## src/rtl/vga_timing_gen.sv

```systemverilog
// rtl/vga_timing_gen.sv - VGA raster timing generator with frame-synchronous display value
// Counters, sync decodes and strobes all change on the same clk edge.
module vga_timing_gen #(
    parameter int CLK_DIV   = 4,
    parameter int H_VISIBLE = 640,
    parameter int H_FRONT   = 16,
    parameter int H_SYNC    = 96,
    parameter int H_BACK    = 48,
    parameter int V_VISIBLE = 480,
    parameter int V_FRONT   = 10,
    parameter int V_SYNC    = 2,
    parameter int V_BACK    = 33,
    parameter int SYNC_POL  = 0
) (
    input  logic        clk,
    input  logic        rst,
    input  logic [15:0] value_in,
    output logic        pixel_tick,
    output logic [9:0]  hcount,
    output logic [9:0]  vcount,
    output logic        hsync,
    output logic        vsync,
    output logic        video_on,
    output logic        line_start,
    output logic        frame_start,
    output logic [15:0] value_frame
);

    localparam int H_TOTAL = H_VISIBLE + H_FRONT + H_SYNC + H_BACK;
    localparam int V_TOTAL = V_VISIBLE + V_FRONT + V_SYNC + V_BACK;

    localparam logic [4:0] DIV_LAST = 5'(CLK_DIV - 1);
    localparam logic [9:0] H_LAST   = 10'(H_TOTAL - 1);
    localparam logic [9:0] V_LAST   = 10'(V_TOTAL - 1);
    localparam logic [9:0] H_VIS    = 10'(H_VISIBLE);
    localparam logic [9:0] V_VIS    = 10'(V_VISIBLE);
    localparam logic [9:0] HS_FIRST = 10'(H_VISIBLE + H_FRONT);
    localparam logic [9:0] HS_LAST  = 10'(H_VISIBLE + H_FRONT + H_SYNC - 1);
    localparam logic [9:0] VS_FIRST = 10'(V_VISIBLE + V_FRONT);
    localparam logic [9:0] VS_LAST  = 10'(V_VISIBLE + V_FRONT + V_SYNC - 1);
    localparam logic       SYNC_ACT = (SYNC_POL != 0);

    generate
        if (H_TOTAL > 1024 || V_TOTAL > 1024 || CLK_DIV < 1 || CLK_DIV > 16) begin : g_bad_params
            $error("vga_timing_gen: illegal timing parameters");
        end
    endgenerate

    logic [4:0]  r_div;
    logic [9:0]  r_hcount;
    logic [9:0]  r_vcount;
    logic        r_hsync;
    logic        r_vsync;
    logic        r_video_on;
    logic        r_line_start;
    logic        r_frame_start;
    logic        r_first_tick;
    logic [15:0] r_value_frame;

    logic        w_tick;
    logic        w_h_wrap;
    logic        w_v_wrap;
    logic [9:0]  w_h_next;
    logic [9:0]  w_v_next;

    // Gated by rst so the tick reads 0 while held in reset, even with CLK_DIV = 1.
    assign w_tick   = (r_div == DIV_LAST) && !rst;
    assign w_h_wrap = (r_hcount == H_LAST);
    assign w_v_wrap = (r_vcount == V_LAST);

    always_comb begin
        w_h_next = r_hcount;
        w_v_next = r_vcount;
        if (w_tick) begin
            if (w_h_wrap) begin
                w_h_next = '0;
                w_v_next = w_v_wrap ? '0 : r_vcount + 10'd1;
            end else begin
                w_h_next = r_hcount + 10'd1;
            end
        end
    end

    // Decodes use the next counter values so they line up with hcount/vcount.
    always_ff @(posedge clk or posedge rst) begin
        if (rst) begin
            r_div         <= '0;
            r_hcount      <= '0;
            r_vcount      <= '0;
            r_hsync       <= ~SYNC_ACT;
            r_vsync       <= ~SYNC_ACT;
            r_video_on    <= 1'b0;
            r_line_start  <= 1'b0;
            r_frame_start <= 1'b0;
            r_first_tick  <= 1'b1;
            r_value_frame <= '0;
        end else begin
            r_div         <= w_tick ? '0 : r_div + 5'd1;
            r_hcount      <= w_h_next;
            r_vcount      <= w_v_next;
            r_hsync       <= (w_h_next >= HS_FIRST && w_h_next <= HS_LAST) ? SYNC_ACT : ~SYNC_ACT;
            r_vsync       <= (w_v_next >= VS_FIRST && w_v_next <= VS_LAST) ? SYNC_ACT : ~SYNC_ACT;
            r_video_on    <= (w_h_next < H_VIS) && (w_v_next < V_VIS);
            r_line_start  <= w_tick && w_h_wrap;
            r_frame_start <= w_tick && w_h_wrap && w_v_wrap;
            if (w_tick) begin
                r_first_tick <= 1'b0;
                if (r_first_tick || (w_h_wrap && w_v_wrap)) begin
                    r_value_frame <= value_in;
                end
            end
        end
    end

    assign pixel_tick  = w_tick;
    assign hcount      = r_hcount;
    assign vcount      = r_vcount;
    assign hsync       = r_hsync;
    assign vsync       = r_vsync;
    assign video_on    = r_video_on;
    assign line_start  = r_line_start;
    assign frame_start = r_frame_start;
    assign value_frame = r_value_frame;

endmodule

```

## config.mk

```make
export PLATFORM = sky130hd
export DESIGN_NAME = vga_timing_gen
export DESIGN_NICKNAME = d
export VERILOG_FILES = /design/src/rtl/vga_timing_gen.sv
export SDC_FILE = /design/constraint.sdc
export NUM_CORES = 1
export LEC_CHECK = 0
export ABC_AREA = 1
export CORE_ASPECT_RATIO = 0.8
export CORE_MARGIN = 2
export CORE_UTILIZATION = 49
export CTS_CLUSTER_DIAMETER = 60
export DETAILED_ROUTE_END_ITERATION = 8
export PLACE_DENSITY = 0.84
export REMOVE_ABC_BUFFERS = 1
export SLEW_MARGIN = 40
export SYNTH_ARGS = -nofsm -noshare
export SYNTH_HDL_FRONTEND = slang
export SYNTH_SLANG_ARGS = --single-unit
export TNS_END_PERCENT = 30
```

## constraint.sdc

```tcl
create_clock -name clk -period 2 [get_ports clk]
set_input_delay 0.4 -clock clk [delete_from_list [all_inputs] [get_ports clk]]
set_output_delay 0.4 -clock clk [all_outputs]
set_load 0.02 [all_outputs]
```

==> run_results.csv <==
group,metric,value,unit
yosys,netlist-cell-type-count,29,
yosys,syn_inst,306,
setup_path,r2r-start,"hcount[1]$_DFF_PP0_",
place,io_buffers,59,
yosys,synth-edff-count,0,
power,p_int,1.54,mW
yosys,synthTopCellsByCount,"nand2_1 (79), inv_1 (59), dfrtp_1 (44)",
cts,htreeDepth,2,
yosys,netlist_top_cells_area,"dfrtp_1 (46%), nand2_1 (12%), inv_1 (9.2%)",
status,outcome,"finished, final reports clean",
timing,timing.fmax,0.527,GHz
yosys,synth_area_per_cell,7.89,um^2
global_route,grt_max_degree,48,
timing,worstMarginPinSlew,356,ps
global_route,grt_antenna_before_repair,0,
power,p_sw,0.680,mW
yosys,synth_top_area_share,45.6,%
global_route,overflow,0,
final_layout,fin_area,3390,um^2
final_layout,seq_area,1180,um^2
detailed_routing,vias,2292,
yosys,yosys_register_bits,47,
final_layout,nFillCells,356,
yosys,ys_seq_area_share,48.9,%
global_route,first_global_vias,2150,
place,post_dp_cell_area,3260,um^2
setup_path,crit_path_start,"hcount[1]$_DFF_PP0_",
place,post-dp-hpwl,4.14,mm
yosys,yosys.area.top_type,"dfrtp_1",
setup_path,required,2210,ps
power,p_seq_share,50.1,%
timing,rsz0062_at_grt,"yes",
detailed_routing,viasPerCell,5.07,
power,p_sw_share,30.7,%
setup_path,worst-path-max-fanout,8,
worst_hold_path,holdCritStartpoint,"r_first_tick$_DFFE_PP1N_",
timing,fin_skew,8.94,ps
floorplanning,num_rows,22,
worst_hold_path,hp-class,"flop to flop",
cts,cts.reportedPaths.clkPinSlew,100,ps
timing,slew_headroom,76.2,%
power,power.share.clock,26.7,%
final_layout,nNetsFinal,413,
yosys,async_flop_share,100,%
timing,drv_slew,0,
power,p_total,2.22,mW
setup_path,critical_path_class,"flop to flop",
yosys,synthFlopType,"dfrtp_1",
timing,hold_viol,0,
detailed_routing,post-route-drc-count,0,
floorplanning,die_h,66.8,um
setup_path,cp.arrival,2110,ps
power,combPwrFrac,23.2,%
cts,cts-root-buf,"clkbuf_8",
detailed_routing,firstDrtPassIters,5,
flow_run,drv_cap,0,
detailed_routing,drt-wirelength-per-cell,12.9,um
final_layout,multi_input_area,992,um^2
power,leakage,1.73,nW
detailed_routing,drtIter0Drc,171,
cts,tritoncts,"done",
yosys,syn_area,2410,um^2
floorplanning,io-pin-count,60,
floorplanning,die_area,5510,um^2
detailed_routing,postRouteWirelength,5.81,mm
detailed_routing,ant_nets,0,
timing,finalCritPeriodShare,94.9,%
setup_path,start_kind,"flop",
floorplanning,dieWidth,82.5,um
cts,clockBufferDepth,2,
cts,numClockSinks,47,
cts,clock_latency,310,ps
yosys,yosysWarningCount,0,
power,irDropWorstVdd,616,uV
floorplanning,core,4650,um^2
yosys,yosysMostFrequentCell,"nand2_1",
final_layout,drive_gt1_share,14.3,%
final_layout,synthToLayoutAreaGrowth,40.4,%
global_route,grt_usage,23.8,%
cts,cts_buffers,5,
power,powerDensity,653,nW/um^2
timing,fin_crit,1900,ps
place,place_congestion,0.860,
floorplanning,initial_core_util,51.9,%
global_route,grt_pass1_wl,9.74,mm
setup_path,end_kind,"flop",
final_layout,antenna_cells,0,
timing,setup_viol,0,
==> area by class of cell <==
cell class / count / area share (%)
clock inverter: 2 / 0.480
tap: 60 / 2.21
sequential: 47 / 34.8
clock buffer: 6 / 2.14
inverter: 60 / 6.72
timing repair buffer: 84 / 24.4
multi-input combinational: 193 / 29.3
==> registers in the layout, summed over array words and instances (netlist names) <==
register and count:
value_frame 16, hcount 10, vcount 10, r_div 5, frame_start 1, hsync 1, line_start 1, r_first_tick 1
video_on 1, vsync 1
==> routing by layer <==
layer	wire length (um)	up-vias	GRT usage, %
met5	0	-	0
met1	2550	1055	30.9
li1	-	1113	-
met3	537	7	6.78
met4	75	0	9.79
met2	2650	117	37.3
==> power by group through the flow <==
stage                     Combinational, mW  Clock [mW]  Sequential (mW)
after floorplan                       0.186           0             1.20
after global placement                0.476           0             1.12
after detailed placement              0.485           0             1.13
after CTS                             0.488       0.604             1.11
after global routing                  0.567       0.653             1.12
final                                 0.513       0.592             1.11
==> layout by cell type (no fill, tap or decap) <==
cell type	netlist	routed
nand2_1	79	78
inv_1	59	58
clkdlybuf4s50_1	0	58
dfrtp_1	44	44
nor2_1	32	26
nand3_1	23	23
buf_4	1	21
o21ai_0	18	18
nor2_2	1	7
nand4_1	7	7
xor2_1	5	5
clkbuf_8	0	5
a21oi_1	5	4
buf_12	0	4
o21ai_1	3	3
nor3_1	3	3
dfstp_2	3	3
nor2_8	2	2
nand3b_1	2	2
or2_2	2	2
ha_2	0	2
ha_1	4	2
nand4_4	1	1
or2_4	1	1
nand2_2	0	1
o21ai_2	1	1
inv_4	1	1
nand4_2	1	1
a21oi_2	0	1
xnor2_1	1	1
mux2i_1	1	1
o211ai_1	1	1
inv_2	0	1
clkbuf_1	1	1
inv_6	0	1
clkinvlp_4	0	1
dlygate4sd2_1	0	1
==> cells by family (layout without fill, tap and decap cells) <==
family / after synthesis / in the layout / synth area share (%)
fa+ha+maj: 4 / 4 / 2.07
simple gates: 154 / 154 / 29.3
buf+inv: 66 / 152 / 11.1
xor+xnor: 6 / 6 / 2.18
flops: 47 / 47 / 48.9
compound gates: 28 / 28 / 6.06
mux: 1 / 1 / 0.415
==> through the flow <==
stage	cells	worst slack, ps	hold slack [ps]	util [%]	setup TNS (ps)
2_1_floorplan	300	33.6	440	-	0
3_3_place_gp	442	-164	449	70.1	-785
3_5_place_dp	442	-225	456	70.1	-1290
4_1_cts	450	33.4	470	72.0	0
5_1_grt	452	-21.5	509	72.9	-21.5
6_report	452	102	466	72.9	0
==> repair_timing <==
| action | CTS | global route |
|---|---|---|
| hold buffers | 0 | 0 |
| pin swaps | 0 | 3 |
| setup endpoints to repair | 1 | 5 |
| endpoints found under the hold margin | 0 | 0 |
| cloned | 0 | 0 |
| buffers inserted | 0 | 2 |
| gates resized for setup | 1 | 10 |
==> critical path, stage by stage, from the launching register on <==
cell and delay [ps]:
dfrtp_1 380, ha_2 200, nand2_1 70, nor2_2 140, nand4_4 230, nor2_8 210, nand2_1 70, nand2_1 50
nand2_1 60, nor2_1 100, nand4_1 150, nand2_1 100, nor2_1 40
==> path summary, 6_finish.rpt <==
path,endpoint,slack [ps],cells past startpoint
setup / recovery,video_on$_DFF_PP0_,100,12
hold / removal,r_first_tick$_DFFE_PP1N_,470,2
setup reg to reg,video_on$_DFF_PP0_,100,12
hold reg to reg,r_first_tick$_DFFE_PP1N_,470,2
max in group asynchronous,hsync$_DFF_PP1_,1110,4
min in group asynchronous,vcount[7]$_DFF_PP0_,600,4
Note: power is estimated with default switching activity, not from simulation.
